===== src/rtl/mc8051_ci_sequencer_pkg.sv =====
// Shared definitions for the mc8051 machine-cycle sequencer.
//   - phase_e        : phase encodings PH_S1..PH_S6 plus PH_HALT (single-step builds only)
//   - CI_STAGE_WIDTH : width of the machine-cycle index within an instruction
//   - CI_STAGE_MAX   : last legal machine-cycle index
//   - is_mem_phase() : true for the memory-access phases S1..S3 that wait on i_mem_rdy
package mc8051_ci_sequencer_pkg;

    localparam int CI_STAGE_WIDTH = 2;
    localparam logic [CI_STAGE_WIDTH-1:0] CI_STAGE_MAX = 2'b11;

    typedef enum logic [2:0] {
        PH_S1   = 3'd0,
        PH_S2   = 3'd1,
        PH_S3   = 3'd2,
        PH_S4   = 3'd3,
        PH_S5   = 3'd4,
        PH_S6   = 3'd5,
        PH_HALT = 3'd6
    } phase_e;

    function automatic logic is_mem_phase(input phase_e ph);
        return (ph == PH_S1) || (ph == PH_S2) || (ph == PH_S3);
    endfunction

endpackage


===== src/rtl/mc8051_ci_sequencer_if.sv =====
// Bus between the machine-cycle sequencer and its environment (program memory,
// microcode ROM, opcode decoder).
//   master modport : sequencer side (drives instr buffer, stage, fetch, ticks, error)
//   slave modport  : environment side (drives mem ready, ROM data, microcode continue bit)
// Optional macro MC8051_SINGLE_STEP_EN adds i_dbg_halt / i_dbg_step / o_dbg_halted.
interface mc8051_ci_sequencer_if;
    import mc8051_ci_sequencer_pkg::*;

    logic                      i_mem_rdy;
    logic [7:0]                i_rom_data;
    logic                      i_mc_more;
    logic [7:0]                o_instr_buffer;
    logic [CI_STAGE_WIDTH-1:0] o_ci_stage;
    logic                      o_op_fetch;
    logic                      o_s1_done_tick;
    logic                      o_s2_done_tick;
    logic                      o_s3_done_tick;
    logic                      o_s6_done_tick;
    logic                      o_instr_done;
    logic                      o_seq_err;
`ifdef MC8051_SINGLE_STEP_EN
    logic                      i_dbg_halt;
    logic                      i_dbg_step;
    logic                      o_dbg_halted;

    modport master (
        input  i_mem_rdy, i_rom_data, i_mc_more, i_dbg_halt, i_dbg_step,
        output o_instr_buffer, o_ci_stage, o_op_fetch, o_s1_done_tick, o_s2_done_tick,
               o_s3_done_tick, o_s6_done_tick, o_instr_done, o_seq_err, o_dbg_halted
    );
    modport slave (
        output i_mem_rdy, i_rom_data, i_mc_more, i_dbg_halt, i_dbg_step,
        input  o_instr_buffer, o_ci_stage, o_op_fetch, o_s1_done_tick, o_s2_done_tick,
               o_s3_done_tick, o_s6_done_tick, o_instr_done, o_seq_err, o_dbg_halted
    );
`else
    modport master (
        input  i_mem_rdy, i_rom_data, i_mc_more,
        output o_instr_buffer, o_ci_stage, o_op_fetch, o_s1_done_tick, o_s2_done_tick,
               o_s3_done_tick, o_s6_done_tick, o_instr_done, o_seq_err
    );
    modport slave (
        output i_mem_rdy, i_rom_data, i_mc_more,
        input  o_instr_buffer, o_ci_stage, o_op_fetch, o_s1_done_tick, o_s2_done_tick,
               o_s3_done_tick, o_s6_done_tick, o_instr_done, o_seq_err
    );
`endif

endinterface


===== src/rtl/mc8051_ci_sequencer_stall_timer.sv =====
// Stall timer: counts consecutive not-ready cycles inside one memory phase.
//   clk, rst_n : clock, synchronous active-low reset
//   clr        : phase advanced or not in a memory phase -> count back to zero
//   en         : current cycle is a not-ready memory-phase cycle
//   tc         : this cycle is the STALL_LIMIT-th consecutive not-ready cycle
module mc8051_stall_timer #(
    parameter int STALL_LIMIT = 15
) (
    input  logic clk,
    input  logic rst_n,
    input  logic clr,
    input  logic en,
    output logic tc
);

    localparam logic [7:0] TC_VALUE = 8'(STALL_LIMIT - 1);

    logic [7:0] count_r;

    // Consecutive stall cycle counter.
    always_ff @(posedge clk) begin
        if (!rst_n) begin
            count_r <= 8'd0;
        end else if (clr) begin
            count_r <= 8'd0;
        end else if (en) begin
            count_r <= count_r + 8'd1;
        end else begin
            count_r <= count_r;
        end
    end

    // Terminal count fires during the last allowed stall cycle so the phase advances on its edge.
    assign tc = en && (count_r == TC_VALUE);

endmodule


===== src/rtl/mc8051_ci_sequencer.sv =====
// mc8051 machine-cycle sequencer: steps phases S1..S6 per machine cycle, owns the
// instruction buffer and ci_stage, emits S1/S2/S3/S6 done ticks and the instruction-done pulse.
//   i_clk, i_rst_n : clock, synchronous active-low reset
//   bus (master)   : mem ready / ROM data / microcode continue in; buffer, stage, fetch,
//                    ticks, instr_done, sticky seq_err out
// Optional macro MC8051_SINGLE_STEP_EN: debug halt between instructions with single-step.
module mc8051_ci_sequencer
    import mc8051_ci_sequencer_pkg::*;
#(
    parameter logic [7:0] RST_OPCODE  = 8'h00,
    parameter int         STALL_LIMIT = 15
) (
    input  logic                  i_clk,
    input  logic                  i_rst_n,
    mc8051_ci_sequencer_if.master bus
);

    phase_e                    phase_r;
    phase_e                    phase_next_s;
    logic [CI_STAGE_WIDTH-1:0] stage_r;
    logic [7:0]                instr_buf_r;
    logic                      s1_tick_r, s2_tick_r, s3_tick_r, s6_tick_r;
    logic                      instr_done_r, seq_err_r;

    logic stall_en_s, stall_clr_s, stall_tc_s, mem_adv_s, instr_end_s;
    logic s1_set_s, s2_set_s, s3_set_s, s6_set_s, load_buf_s, ovf_s, op_fetch_s;

    // A memory phase advances on ready or, failing that, on stall timeout.
    assign stall_en_s  = is_mem_phase(phase_r) && !bus.i_mem_rdy;
    assign mem_adv_s   = is_mem_phase(phase_r) && (bus.i_mem_rdy || stall_tc_s);
    assign stall_clr_s = mem_adv_s || !is_mem_phase(phase_r);
    // Instruction ends unless microcode asks for another stage and one is left.
    assign instr_end_s = !(bus.i_mc_more && (stage_r != CI_STAGE_MAX));

    mc8051_stall_timer #(.STALL_LIMIT(STALL_LIMIT)) u_stall_timer (
        .clk   (i_clk),
        .rst_n (i_rst_n),
        .clr   (stall_clr_s),
        .en    (stall_en_s),
        .tc    (stall_tc_s)
    );

    // Phase state register.
    always_ff @(posedge i_clk) begin
        if (!i_rst_n) begin
            phase_r <= PH_S1;
        end else begin
            phase_r <= phase_next_s;
        end
    end

    // Phase next-state logic.
    always_comb begin
        phase_next_s = phase_r;
        case (phase_r)
            PH_S1: begin
                if (mem_adv_s) phase_next_s = PH_S2;
                else           phase_next_s = PH_S1;
            end
            PH_S2: begin
                if (mem_adv_s) phase_next_s = PH_S3;
                else           phase_next_s = PH_S2;
            end
            PH_S3: begin
                if (mem_adv_s) phase_next_s = PH_S4;
                else           phase_next_s = PH_S3;
            end
            PH_S4: phase_next_s = PH_S5;
            PH_S5: phase_next_s = PH_S6;
`ifdef MC8051_SINGLE_STEP_EN
            PH_S6: begin
                if (instr_end_s && bus.i_dbg_halt) phase_next_s = PH_HALT;
                else                               phase_next_s = PH_S1;
            end
            PH_HALT: begin
                if (bus.i_dbg_step || !bus.i_dbg_halt) phase_next_s = PH_S1;
                else                                   phase_next_s = PH_HALT;
            end
`else
            PH_S6: phase_next_s = PH_S1;
`endif
            default: phase_next_s = PH_S1;
        endcase
    end

    // Output decode: which tick to raise, buffer load, error causes, fetch request.
    always_comb begin
        s1_set_s   = 1'b0;
        s2_set_s   = 1'b0;
        s3_set_s   = 1'b0;
        s6_set_s   = 1'b0;
        case (phase_r)
            PH_S1:   s1_set_s = mem_adv_s;
            PH_S2:   s2_set_s = mem_adv_s;
            PH_S3:   s3_set_s = mem_adv_s;
            PH_S6:   s6_set_s = 1'b1;
            default: s1_set_s = 1'b0;
        endcase
        load_buf_s = s1_set_s && (stage_r == 2'd0);
        ovf_s      = s6_set_s && bus.i_mc_more && (stage_r == CI_STAGE_MAX);
        op_fetch_s = (phase_r == PH_S1) && (stage_r == 2'd0);
    end

    // Stage counter, instruction buffer, ticks and sticky error.
    always_ff @(posedge i_clk) begin
        if (!i_rst_n) begin
            stage_r      <= 2'd0;
            instr_buf_r  <= RST_OPCODE;
            s1_tick_r    <= 1'b0;
            s2_tick_r    <= 1'b0;
            s3_tick_r    <= 1'b0;
            s6_tick_r    <= 1'b0;
            instr_done_r <= 1'b0;
            seq_err_r    <= 1'b0;
        end else begin
            s1_tick_r    <= s1_set_s;
            s2_tick_r    <= s2_set_s;
            s3_tick_r    <= s3_set_s;
            s6_tick_r    <= s6_set_s;
            instr_done_r <= s6_set_s && instr_end_s;
            if (s6_set_s) begin
                stage_r <= instr_end_s ? 2'd0 : stage_r + 2'd1;
            end else begin
                stage_r <= stage_r;
            end
            // A timed-out fetch never saw valid ROM data, so execute a NOP instead.
            if (load_buf_s) begin
                instr_buf_r <= stall_tc_s ? RST_OPCODE : bus.i_rom_data;
            end else begin
                instr_buf_r <= instr_buf_r;
            end
            seq_err_r <= seq_err_r || stall_tc_s || ovf_s;
        end
    end

    assign bus.o_instr_buffer = instr_buf_r;
    assign bus.o_ci_stage     = stage_r;
    assign bus.o_op_fetch     = op_fetch_s;
    assign bus.o_s1_done_tick = s1_tick_r;
    assign bus.o_s2_done_tick = s2_tick_r;
    assign bus.o_s3_done_tick = s3_tick_r;
    assign bus.o_s6_done_tick = s6_tick_r;
    assign bus.o_instr_done   = instr_done_r;
    assign bus.o_seq_err      = seq_err_r;
`ifdef MC8051_SINGLE_STEP_EN
    assign bus.o_dbg_halted   = (phase_r == PH_HALT);
`endif

endmodule


===== src/flat_wrapper.sv =====
// flat-port wrapper written by rule: the top's interface ports become plain ports
module mc8051_ci_sequencer_flat import mc8051_ci_sequencer_pkg::*;
#(
    parameter logic [7:0] RST_OPCODE  = 8'h00,
    parameter int         STALL_LIMIT = 15
)
  (i_clk, i_rst_n, bus_i_mem_rdy, bus_i_rom_data, bus_i_mc_more, bus_o_instr_buffer, bus_o_ci_stage, bus_o_op_fetch, bus_o_s1_done_tick, bus_o_s2_done_tick, bus_o_s3_done_tick, bus_o_s6_done_tick, bus_o_instr_done, bus_o_seq_err);
  mc8051_ci_sequencer_if bus_i ();
  input  logic i_clk;
  input  logic i_rst_n;
  input wire logic [$bits(bus_i.i_mem_rdy)-1:0] bus_i_mem_rdy;
  input wire logic [$bits(bus_i.i_rom_data)-1:0] bus_i_rom_data;
  input wire logic [$bits(bus_i.i_mc_more)-1:0] bus_i_mc_more;
  output wire logic [$bits(bus_i.o_instr_buffer)-1:0] bus_o_instr_buffer;
  output wire logic [$bits(bus_i.o_ci_stage)-1:0] bus_o_ci_stage;
  output wire logic [$bits(bus_i.o_op_fetch)-1:0] bus_o_op_fetch;
  output wire logic [$bits(bus_i.o_s1_done_tick)-1:0] bus_o_s1_done_tick;
  output wire logic [$bits(bus_i.o_s2_done_tick)-1:0] bus_o_s2_done_tick;
  output wire logic [$bits(bus_i.o_s3_done_tick)-1:0] bus_o_s3_done_tick;
  output wire logic [$bits(bus_i.o_s6_done_tick)-1:0] bus_o_s6_done_tick;
  output wire logic [$bits(bus_i.o_instr_done)-1:0] bus_o_instr_done;
  output wire logic [$bits(bus_i.o_seq_err)-1:0] bus_o_seq_err;
  assign bus_i.i_mem_rdy = bus_i_mem_rdy;
  assign bus_i.i_rom_data = bus_i_rom_data;
  assign bus_i.i_mc_more = bus_i_mc_more;
  assign bus_o_instr_buffer = bus_i.o_instr_buffer;
  assign bus_o_ci_stage = bus_i.o_ci_stage;
  assign bus_o_op_fetch = bus_i.o_op_fetch;
  assign bus_o_s1_done_tick = bus_i.o_s1_done_tick;
  assign bus_o_s2_done_tick = bus_i.o_s2_done_tick;
  assign bus_o_s3_done_tick = bus_i.o_s3_done_tick;
  assign bus_o_s6_done_tick = bus_i.o_s6_done_tick;
  assign bus_o_instr_done = bus_i.o_instr_done;
  assign bus_o_seq_err = bus_i.o_seq_err;
  mc8051_ci_sequencer #(.RST_OPCODE(RST_OPCODE), .STALL_LIMIT(STALL_LIMIT)) u_core (.i_clk(i_clk), .i_rst_n(i_rst_n), .bus(bus_i));
endmodule

===== config.mk =====
export PLATFORM = sky130hd
export DESIGN_NAME = mc8051_ci_sequencer_flat
export DESIGN_NICKNAME = d
export VERILOG_FILES = /design/src/rtl/mc8051_ci_sequencer_pkg.sv /design/src/rtl/mc8051_ci_sequencer_if.sv /design/src/rtl/mc8051_ci_sequencer_stall_timer.sv /design/src/rtl/mc8051_ci_sequencer.sv /design/src/flat_wrapper.sv
export SDC_FILE = /design/constraint.sdc
export NUM_CORES = 1
export LEC_CHECK = 0
export CAP_MARGIN = 20
export CORE_ASPECT_RATIO = 1.5
export CORE_UTILIZATION = 52
export DETAILED_ROUTE_END_ITERATION = 16
export PLACE_DENSITY = 0.83
export RECOVER_POWER = 50
export SLEW_MARGIN = 40
export SYNTH_ARGS = -nofsm -noshare
export SYNTH_HDL_FRONTEND = slang
export SYNTH_SLANG_ARGS = --single-unit

===== constraint.sdc =====
create_clock -name i_clk -period 3.43 [get_ports i_clk]
set_input_delay 1.029 -clock i_clk [delete_from_list [all_inputs] [get_ports i_clk]]
set_output_delay 1.029 -clock i_clk [all_outputs]
set_load 0.05 [all_outputs]

**Word-level counts from Yosys, hierarchy flattened**

Cells that the tools add are included.

- Flip-flop bits (word level): 27

- Add/sub/neg operators: 2
- Equality and inequality tests: 8
- Multiplexer cells: 8
- Bitwise gates (word level): 1
- Reductions and logical operators: 23

Operators with widths:

| cell | number |
|---|---|
| 3-bit one-hot mux with 5 select lines | 1 |
| 1-bit logical AND | 9 |
| 8-bit by 1-bit adder with 8-bit output, second input constant | 1 |
| 8-bit by 4-bit equality test with 1-bit output, second input constant | 1 |
| 8-bit two-way mux | 1 |
| 3-bit by 2-bit equality test with 1-bit output, second input constant | 2 |
| 3-bit equality test, second input constant | 2 |
| 1-bit logical OR | 6 |
| 1-bit two-way mux | 4 |
| 2-bit two-way mux | 2 |
| 2-bit AND reduction | 2 |
| 3-bit by 1-bit equality test with 1-bit output, second input constant | 1 |
| 1-bit logical NOT | 3 |
| 3-bit logical NOT | 1 |
| 2-bit by 1-bit adder with 2-bit output, second input constant | 1 |
| 2-bit equality test, second input constant | 1 |
| 2-bit logical NOT | 1 |
| 2-bit inequality test, second input constant | 1 |
| 2-bit OR reduction | 1 |
| 1-bit inverter | 1 |

**Longest topological paths before layout**

- Depth after elaboration: 9
- Mapped depth: 6
- Mapped depth without buffers: 5

**Cells and area by module**

Synthesis repeated with hierarchy kept, for this count alone.

- Cells, all modules: 129
- Area total of the unflattened synthesis: 1,246.2 µm²

Modules (own cells, without submodules):

| module | instances | cells an instance | area each (µm²) | seq. area each (µm²) |
|---|---|---|---|---|
| mc8051_ci_sequencer | 1 | 86 | 862.1 | 380.4 |
| mc8051_stall_timer | 1 | 43 | 384.1 | 160.2 |

**Least setup slack after synthesis**

No wires, ideal clock.

- Path type: register to output
- Start point: register u_core.stage_r[0] (netlist: u_core.bus.o_ci_stage[0])
- End point: output port bus_o_op_fetch
- Arrival time: 1.520 ns
- Required time: 2.401 ns
- Slack: 0.881 ns
- Stages on the path, launching flop included: 4
- Cell sequence: dfxtp_1 inv_1 ha_1 nor4b_4

- Cells in the longest elaborated chain, start to end: 2

Ends and longest elaborated chain:

| item | line | RTL |
|---|---|---|
| from (decl) | mc8051_ci_sequencer.sv:20 | `logic [CI_STAGE_WIDTH-1:0] stage_r;` |
| from (signal assigned) | mc8051_ci_sequencer.sv:122 | `stage_r <= instr_end_s ? 2'd0 : stage_r + 2'd1;` |
| from (signal assigned) | mc8051_ci_sequencer.sv:124 | `stage_r <= stage_r;` |
| 2-bit logical NOT | mc8051_ci_sequencer.sv:101 | `op_fetch_s = (phase_r == PH_S1) && (stage_r == 2'd0);` |
| 1-bit logical AND | mc8051_ci_sequencer.sv:101 |  |
| to (decl) | flat_wrapper.sv:16 | `output wire logic [$bits(bus_i.o_op_fetch)-1:0] bus_o_op_fetch;` |

No other way between the ends.

**Worst setup path after layout**

- Start point: input port bus_i_mem_rdy
- End point: register u_core.instr_buf_r[1] (netlist: u_core.bus.o_instr_buffer[1])

- Cells in the longest elaborated chain, start to end: 7
- Elaborated cells between the ends (all ways): 8
- Those cells by class: 2 x mux; 6 x reduce/logical

Ends and longest elaborated chain:

| item | line | RTL |
|---|---|---|
| from (decl) | flat_wrapper.sv:11 | `input wire logic [$bits(bus_i.i_mem_rdy)-1:0] bus_i_mem_rdy;` |
| 1-bit logical NOT | mc8051_ci_sequencer.sv:29 | `assign stall_en_s = is_mem_phase(phase_r) && !bus.i_mem_rdy;` |
| 1-bit logical AND | mc8051_ci_sequencer.sv:29 |  |
| 1-bit logical AND | mc8051_ci_sequencer_stall_timer.sv:34 | `assign tc = en && (count_r == TC_VALUE);` |
| 1-bit logical OR | mc8051_ci_sequencer.sv:30 | `assign mem_adv_s = is_mem_phase(phase_r) && (bus.i_mem_rdy \|\| stall_tc_s);` |
| 1-bit logical AND | mc8051_ci_sequencer.sv:30 |  |
| 1-bit two-way mux | mc8051_ci_sequencer.sv:92 | `case (phase_r)` |
| 1-bit logical AND | mc8051_ci_sequencer.sv:99 | `load_buf_s = s1_set_s && (stage_r == 2'd0);` |
| to (signal assigned) | mc8051_ci_sequencer.sv:128 | `instr_buf_r <= stall_tc_s ? RST_OPCODE : bus.i_rom_data;` |
| to (signal assigned) | mc8051_ci_sequencer.sv:130 | `instr_buf_r <= instr_buf_r;` |
| to (decl) | mc8051_ci_sequencer.sv:21 | `logic [7:0] instr_buf_r;` |

Several ways; a longest one is shown, not always the timed one.
A chain may end at the register's enable or synchronous reset.

==> metrics.txt <==
number of global-route vias before repair=933; Die Ht=61.08 µm; vias=1036; layout cells sized above 1=5.195%; Routed WL=2395 µm; Peak VDD IR=297.6 µV; Crit Path Max Fanout=11; critical path data required time=3.71 ns; most common cell after layout, fill and taps aside=dfxtp_1; initial core utilization=54.82%; total track usage=21.13%; Compound-Gate Fraction of Synth Area=16.03%; I/O pin total=29; critical path type=in -> reg; pwr dens=398.6 mW/mm²; largest family of logic cells by synthesized area=simple AND/OR/NAND/NOR gates; CTS Buffer Depth=2; CTS Sinks=27; largest net degree at the start of global routing=16; syn_nets=145; Worst setup EP type=flip-flop; Syn Inst Count=129; Clock transition at path regs=0.15 ns; register area=540.5 µm²; Yosys reg bits=27; warnings from Yosys=0; Final Instance Count excl. Fillers=177; Setup-failing EPs final=0; Chip Width=41.39 µm; DR iter-0 viols=32; antenna viol nets, final=0; # Post-CTS Setup Buffers=0; Reg2Reg Launch Point=u_core.phase_r[0]$_SDFF_PN0_; most frequent cells in the layout=dfxtp_1, clkdlybuf4s50_1, nor2_1, a21oi_1, nand2_1; Synth Area in XOR/XNOR=4.343%; full die area=0.002528 mm²; # diodes=0; cell row count=21; main flop type after synthesis=dfxtp_1; HPWL after detailed placement=1795 µm; initial antenna violation count=0; core region area=0.002207 mm²; CTS Hold Bufs=0; # placed instances=173; vias per cell=5.853; drt drc=0; post-synthesis adder-cell area fraction=4.137%; Routed WL per cell=13.53 µm; worst reg2reg path endpoint=u_core.bus.o_instr_buffer[1]$_SDFFE_PN0P_; WHS Path Cells=2; GP Congestion=0.7873; Max Cap Violations=0; hold endpoint=u_core.bus.o_ci_stage[1]$_SDFFE_PN0P_; Max-slew headroom=44.69%; TNS Setup=0 ns; Max Freq=323.4 MHz; DRT Pass-1 Iters=4; Hold Crit Start=u_core.bus.o_ci_stage[1]$_SDFFE_PN0P_; status=finished clean; fin util=66.95%; multi-input logic area=578.1 µm²; Post-Synthesis Cell Area=0.001210 mm²; Clk Latency, worst-skew pair=0.32 ns; CTS Buf Count=3; unrepaired setup endpoints after global routing=false; Final Net Count=171; post_cts resized=0; minimum clock period=3.092 ns; Tcrit/Tclk final=90.15%; synth unique cells=31; worst-margin pin slew=0.8247 ns; first-pass GRT wire length=3712 µm; worst min-delay path class=reg -> reg; root buffer selected by CTS=clkbuf_4; Reg2Reg Depth=4; register area share after synthesis=44.67%; clk_skew=0.01331 ns; CTS tree=done; Leakage=0.0005742 µW; CP Launch Point=bus_i_mem_rdy; Fillers=187; Startpoint Class=input port; number of enable flip-flop cells after synthesis=0; crit path DAT=3.37 ns; Overflow after GRT=0; post-synthesis simple-gate area fraction=24.82%; Layout area overhead=22.13%; Post-Syn Area per Cell=9.379 µm²; Hold Fails Final Rpt=0; Tot Pwr=589.0 µW; Async S/R FF share, synth=0%; H-tree levels=1; worst reg2reg setup slack=1.15 ns; count of pins over their slew limit=0; multiplexer share of the synthesized area=0%; port bufs=28
-- worst max path at each step --
stage | slack [ns] | end | cells past startpoint
after CTS | 0.39 | bus_o_op_fetch | 4
after global placement | 0.55 | u_core.bus.o_instr_buffer[4]$_SDFFE_PN0P_ | 5
after floorplan | 0.88 | bus_o_op_fetch | 3
final | 0.34 | u_core.bus.o_instr_buffer[1]$_SDFFE_PN0P_ | 5
after global routing | 0.19 | u_core.bus.o_instr_buffer[2]$_SDFFE_PN0P_ | 5
after detailed placement | 0.49 | u_core.bus.o_instr_buffer[6]$_SDFFE_PN0P_ | 5
-- where the power goes --
group	switching [µW]	leakage (µW)	total [µW]	internal (µW)
logic	71.0	0.000337	118	46.5
clock network	90.1	0.0000177	134	43.5
registers	11.9	0.000220	338	326
-- worst max-delay path, cell delays in order --
cell and delay (ns):
dlygate4sd3_1 0.60, a211oi_1 0.71, a41o_1 0.49, and2_1 0.35, a31o_1 0.19
-- per-layer routing --
metal  up-vias  wire (µm)  GRT usage, %
met1       500        933         25.40
li1        506          -             -
met5         -          0             0
met2        28       1353         37.28
met3         2         86         2.166
met4         0         21         7.373
-- flip-flops by register name, summed over array words and instances (netlist names) --
| register | flops |
|---|---|
| u_core.bus.o_ci_stage | 2 |
| u_core.bus.o_s3_done_tick | 1 |
| u_core.bus.o_seq_err | 1 |
| u_core.bus.o_s2_done_tick | 1 |
| u_core.bus.o_s1_done_tick | 1 |
| u_core.bus.o_s6_done_tick | 1 |
| u_core.bus.o_instr_buffer | 8 |
| u_core.u_stall_timer.count_r | 8 |
| u_core.bus.o_instr_done | 1 |
| u_core.phase_r | 3 |
-- final cells by class --
| type | instances | share of cell area [%] |
|---|---|---|
| clock buffers | 3 | 1.524 |
| well taps | 23 | 1.947 |
| flip-flops and latches | 27 | 36.58 |
| multi-input cells | 90 | 39.12 |
| inverters | 4 | 1.016 |
| repair buffers | 29 | 19.47 |
| clock inverters | 1 | 0.3387 |
-- cell families after synthesis --
group / Yosys count
buf+inv: 12
flops: 27
compound gates: 27
xor+xnor: 6
fa+ha+maj: 4
simple gates: 53
-- through the flow --
| stage | hold WS (ns) | area [µm²] | setup WS (ns) |
|---|---|---|---|
| after floorplan | 0.4445 | 1210 | 0.8814 |
| after global placement | 0.4705 | 1469 | 0.5457 |
| after detailed placement | 0.4891 | 1469 | 0.4906 |
| after CTS | 0.5068 | 1496 | 0.3940 |
| after global routing | 0.5334 | 1478 | 0.1879 |
| final | 0.5074 | 1478 | 0.3379 |
-- Yosys cell counts, drive strengths merged, types with 2 or more instances --
cell     n  share of area (%)
nor4b    2                3.2
xor2     5                3.6
nor3     2               0.83
and2     4                2.1
nand2   10                3.1
a31o     9                6.5
nand2b   4                2.1
a21oi   13                5.4
nand3b   2                1.2
buf      6                4.1
inv      4                1.2
and3     3                1.6
nor2    14                4.3
ha       4                4.1
nand4    4                2.1
nand3    5                2.1
clkbuf   2               0.62
dfxtp   27                 45
No activity file was read; power rests on OpenSTA's default activity.
==> variant 1, RTL diff (same flow settings) <==
Set the package constant `CI_STAGE_WIDTH` to 3 (it was 2).
--- a/src/rtl/mc8051_ci_sequencer_pkg.sv
+++ b/src/rtl/mc8051_ci_sequencer_pkg.sv
@@ -5,7 +5,7 @@
 //   - is_mem_phase() : true for the memory-access phases S1..S3 that wait on i_mem_rdy
 package mc8051_ci_sequencer_pkg;
 
-    localparam int CI_STAGE_WIDTH = 2;
+    localparam int CI_STAGE_WIDTH = 3;
     localparam logic [CI_STAGE_WIDTH-1:0] CI_STAGE_MAX = 2'b11;
 
     typedef enum logic [2:0] {
Ports: changed (resized bus_o_ci_stage); port bits go from 29 to 30. No check against the original RTL was run, so the function may have changed too.
==> variant 1 against the unedited design <==
Sequential cell count rose by 1; largest power group unchanged; the flow now finishes with violations (DRC); routed wire length is 5.2% higher; cell area grew 8.4%; core utilization down 1.6 points; critical path depth down 2; largest cell class unchanged; worst setup slack worse by 0.099 ns; clock power increased by 17%; count of clock-buffer cells in the layout grew 1; non-clock buffer count increased by 1; synthesized area grew 11%; hold slack better by 0.0041 ns; power rose by 5.3%.
==> variant 1: results (changes against the unedited design) <==
| Metric | Value |
|---|---|
| Status | `finished with violations` |
| Failing checks | `DRC` |
| Worst-path fanout max | `10 (-1)` |
| Largest net degree at the start of global routing | `17 (+1)` |
| PostCTS Resize Cnt | `0 (unchanged)` |
| Vias in the first global route | `930 (-0.32%)` |
| First-pass detailed-route iteration total | `10 (+6)` |
| Post-route clock period utilization | `0.930 (+0.0290)` |
| Initial antenna violation count | `0 (unchanged)` |
| WL final | `2520 um (+5.2%)` |
| Worst Hold Class | `register to register` |
| 1st-iter DRT viols | `30 (-6.3%)` |
| Fill count | `221 (+18%)` |
| Clock buffer count from CTS | `3 (unchanged)` |
| Flop-to-flop setup slack | `1.51 ns (+0.36 ns)` |
| Fin Clk Skew | `0.00236 ns (-0.0110 ns)` |
| Worst vdd ir | `0.310 mV (+4.1%)` |
| CTS Buffer Depth | `2 (unchanged)` |
| Sequential-to-total area share from yosys stat | `0.418 (-0.0292)` |
| Syn nets | `154 (+6.2%)` |
| P_leak | `0.000599 uW (+4.3%)` |
| Max_slew headroom | `0.424 (-0.0233)` |
| CP top delay family | `buffers and inverters` |
| GPL Wtd Cong | `0.784 (-0.48%)` |
| Main synth FF type | `dfxtp_1` |
| Diode count | `0 (unchanged)` |
| First-pass GRT wire length | `3940 um (+6.1%)` |
| Total number of vias | `1,048 (+1.2%)` |
| Fraction of registers with async set/reset | `0 (unchanged)` |
| Layout cells sized above 1 | `0.0679 (+0.0160)` |
| WP data arrival | `2.16 ns (-1.21 ns)` |
| CP max stage cell | `clkdlybuf4s50_1` |
| Postcts setup bufs | `0 (unchanged)` |
| GRT Overall Usage | `0.182 (-0.0291)` |
| Synth area leaders | `dfxtp_1, a31o_1, ha_1` |
| Post-route DRC violation count | `1 (+1)` |
| CTS root buf | `clkbuf_4` |
| Final net count | `180 (+5.3%)` |
| CTS H-tree lvls | `1 (unchanged)` |
| Post-synthesis cell type count | `37 (+19%)` |
| Most common library cells after synthesis | `dfxtp_1, nand2_1, nor2_1, a21oi_1, a31o_1` |
| IO buf count | `29 (+3.6%)` |
| Dpl hpwl | `1970 um (+9.7%)` |
| Post-place setup slack | `0.591 ns (+0.101 ns)` |
| Clock latency on the worst-skew pair | `0.32 ns (about the same)` |
| Cts hold-fix bufs | `0 (unchanged)` |
| CP max stage delay | `0.87 ns (+0.16 ns)` |
| Reg clk slew, reported paths | `around 0.14 ns` |
| Number of flops mapped to enable cells by yosys | `0 (unchanged)` |
| Warnings from Yosys | `0 (unchanged)` |
-- variant 1: cell types whose count changed in the layout (fill, tap and decap cells not counted), moves of 3 or more --
| cell | unedited run | this run |
|---|---|---|
| clkdlybuf4s50_1 | 23 | 28 |
| dlygate4sd3_1 | 5 | 1 |
| nand3_1 | 5 | 2 |
| nand2_1 | 10 | 13 |
| a21oi_1 | 13 | 9 |
| a21boi_0 | 0 | 5 |
-- variant 1: per-stage QoR --
stage / util / hold WS, ns / total power, uW / area [um^2] / std cells
2_1_floorplan: - / 0.445 / 439 / 1340 / 137
4_1_cts: 0.666 / 0.501 / 628 / 1630 / 186
5_1_grt: 0.654 / 0.542 / 646 / 1600 / 186
3_5_place_dp: 0.651 / 0.480 / 474 / 1600 / 182
6_report: 0.654 / 0.511 / 620 / 1600 / 186
3_3_place_gp: 0.651 / 0.469 / 471 / 1600 / 182
-- variant 1: worst register-to-register path, cell delays in order, from the launching register on --
cell and delay, ns:
dfxtp_1 0.44, inv_1 0.07, ha_1 0.24, and4b_1 0.19, a21boi_0 0.69, a31o_1 0.25
-- variant 1: worst paths after layout --
path | startpoint | to | depth (start not counted)
hold reg to reg | u_core.u_stall_timer.count_r[0] | u_core.u_stall_timer.count_r[0] | 1
setup / recovery | u_core.phase_r[0] | bus_o_op_fetch | 3
hold / removal | u_core.u_stall_timer.count_r[0] | u_core.u_stall_timer.count_r[0] | 1
setup reg to reg | u_core.u_stall_timer.count_r[0] | u_core.bus.o_instr_buffer[1] | 5
-- variant 1: final cells by class --
| type | instances | area share |
|---|---|---|
| well taps | 24 | 0.0187 |
| repair buffers | 30 | 0.184 |
| clock buffers | 4 | 0.0227 |
| flip-flops and latches | 28 | 0.350 |
| inverters | 4 | 0.00937 |
| multi-input cells | 96 | 0.416 |
-- variant 1: per-layer routing --
metal	share of wire	GRT usage	wire, um
met1	0.44	0.227	1110
met2	0.53	0.326	1330
met3	0.022	0.0169	56
met4	0.0083	0.0469	21
met5	0	0	0
-- variant 1: cell families after synthesis --
logic type | count (synthesis) | synth area share
compound gates | 27 | 0.161
flops | 28 | 0.418
fa+ha+maj | 5 | 0.0466
buf+inv | 13 | 0.0671
simple gates | 58 | 0.268
xor+xnor | 6 | 0.0391
-- variant 1: power by group --
group	leakage (uW)	switching [uW]	total [uW]	internal, uW
combinational	0.000350	69.4	115	45.8
clock	0.0000210	91.8	157	64.9
sequential	0.000228	11.0	348	337
total	0.000599	172	620	448
==> variant 2, RTL diff (same settings) <==
Made on the original files. Encoding of `phase_e`: now one-hot (7 bits for 7 values).
--- a/src/rtl/mc8051_ci_sequencer_pkg.sv
+++ b/src/rtl/mc8051_ci_sequencer_pkg.sv
@@ -8,14 +8,14 @@
     localparam int CI_STAGE_WIDTH = 2;
     localparam logic [CI_STAGE_WIDTH-1:0] CI_STAGE_MAX = 2'b11;
 
-    typedef enum logic [2:0] {
-        PH_S1   = 3'd0,
-        PH_S2   = 3'd1,
-        PH_S3   = 3'd2,
-        PH_S4   = 3'd3,
-        PH_S5   = 3'd4,
-        PH_S6   = 3'd5,
-        PH_HALT = 3'd6
+    typedef enum logic [6:0] {
+        PH_S1   = 7'b0000001,
+        PH_S2   = 7'b0000010,
+        PH_S3   = 7'b0000100,
+        PH_S4   = 7'b0001000,
+        PH_S5   = 7'b0010000,
+        PH_S6   = 7'b0100000,
+        PH_HALT = 7'b1000000
     } phase_e;
 
     function automatic logic is_mem_phase(input phase_e ph);
Formal check against the unedited RTL: no difference found for any inputs over 10 cycles, from zero or initial values and one cycle with i_rst_n low; not proved beyond that.
==> variant 2 against the unedited design <==
Worst setup slack gained 0.15 ns; final cell count up 31%; count of clock-buffer cells in the layout up 5; largest power group unchanged; global-route usage rose by 3.6 points; highest routed layer unchanged; routed wire length grew 41%; core utilization up 2.7 points; largest cell class unchanged; hold slack worse by 0.025 ns; cell area grew 26%; critical endpoint is now bus_o_op_fetch; power rose by 52%; sequential cell count is 3 higher; synthesized area up 22%.
==> variant 2: results (changes against the unedited design) <==
| Metric | Value |
|---|---|
| Status | `finished clean` |
| Worst Hold Class | `register to register` |
| CTS H-tree lvls | `2 (+1)` |
| Vias in the first global route | `1,268 (+36%)` |
| Synth area leaders | `dfxtp_1, nand3_1, mux2_2` |
| Post-place setup slack | `0.379 ns (-0.112 ns)` |
| Clock latency on the worst-skew pair | `0.29 ns (-0.03 ns)` |
| Sequential-to-total area share from yosys stat | `0.406 (-0.0403)` |
| First-pass detailed-route iteration total | `4 (unchanged)` |
| Layout cells sized above 1 | `0.103 (+0.0506)` |
| Warnings from Yosys | `0 (unchanged)` |
| Dpl hpwl | `2480 um (+38%)` |
| Max_slew headroom | `0.257 (-0.190)` |
| Total number of vias | `1,299 (+25%)` |
| Final hold vios | `0 (unchanged)` |
| Reg clk slew, reported paths | `0.06 ns (-0.09 ns)` |
| Worst vdd ir | `0.398 mV (+34%)` |
| Worst-path fanout max | `10 (-1)` |
| P_leak | `0.000747 uW (+30%)` |
| Diode count | `0 (unchanged)` |
| GPL Wtd Cong | `0.738 (-6.3%)` |
| Cells after Synth | `169 (+31%)` |
| WL final | `3370 um (+41%)` |
| IO buf count | `28 (unchanged)` |
| Clock buffer count from CTS | `5 (+2)` |
| Final net count | `210 (+23%)` |
| WP data arrival | `1.92 ns (-1.45 ns)` |
| Post-Layout Cell Count | `232 (+31%)` |
| Largest net degree at the start of global routing | `30 (+14)` |
| Most common library cells after synthesis | `dfxtp_1, nand3_1, nor2_1, nand2_1, o21ai_0` |
| CTS Buffer Depth | `2 (unchanged)` |
| Fin Clk Skew | `0.00769 ns (-0.00562 ns)` |
| Placed Area | `1760 um^2 (+20%)` |
| GRT Overall Usage | `0.248 (+0.0364)` |
| Post-synthesis cell type count | `39 (+26%)` |
| Multi-input gate area | `791 um^2 (+37%)` |
| CTS root buf | `clkbuf_8` |
| 1st-iter DRT viols | `51 (+59%)` |
| Fill count | `221 (+18%)` |
| First-pass GRT wire length | `5330 um (+44%)` |
| Postcts setup bufs | `0 (unchanged)` |
| Fraction of registers with async set/reset | `0 (unchanged)` |
| Placed cell count | `224 (+29%)` |
| Initial antenna violation count | `0 (unchanged)` |
| Syn nets | `185 (+28%)` |
[variant 2: per-layer routing]
metal,wire [um],track usage
met5,0,0
met4,134,0.205
met3,138,0.0428
met2,1820,0.443
met1,1270,0.233
[variant 2: cell families (layout without fill, tap and decap cells)]
family,Yosys count,after routing,synth area share
flops,30,30,0.406
compound gates,25,25,0.115
mux,9,9,0.0669
xor+xnor,8,8,0.0474
fa+ha+maj,4,4,0.0339
buf+inv,19,45,0.0559
simple gates,74,74,0.274
[variant 2: repair_timing]
action	in CTS	in global routing
resized for setup	0	1
endpoints found under the setup margin	0	1
hold buffers	0	0
[variant 2: final timing paths]
check	from	to	slack, ns	cells past startpoint
worst max register to register	u_core.u_stall_timer.count_r[4]	u_core.bus.o_instr_buffer[5]	1.38	4
worst min-delay path	u_core.u_stall_timer.count_r[0]	u_core.u_stall_timer.count_r[0]	0.48	1
worst min register to register	u_core.u_stall_timer.count_r[0]	u_core.u_stall_timer.count_r[0]	0.48	1
worst max-delay path	u_core.phase_r[2]	bus_o_op_fetch	0.48	4
[variant 2: critical path, cell delays in order (launching register included)]
cell	delay, ns
dfxtp_1	0.39
nor4_2	0.42
nand3_2	0.30
inv_1	0.11
dlymetal6s2s_1	0.42
[variant 2: final cells by class]
| class | count | share of cell area |
|---|---|---|
| tap | 37 | 0.0248 |
| clock buffer | 8 | 0.0591 |
| sequential | 30 | 0.322 |
| timing repair buffer | 30 | 0.156 |
| multi-input combinational | 120 | 0.424 |
| inverter | 7 | 0.0141 |
[variant 2: report_power, final]
part / internal (uW) / leakage, uW / switching [uW]
registers: 366 / 0.000244 / 17.6
logic: 67.2 / 0.000445 / 106
clock network: 202 / 0.0000575 / 138
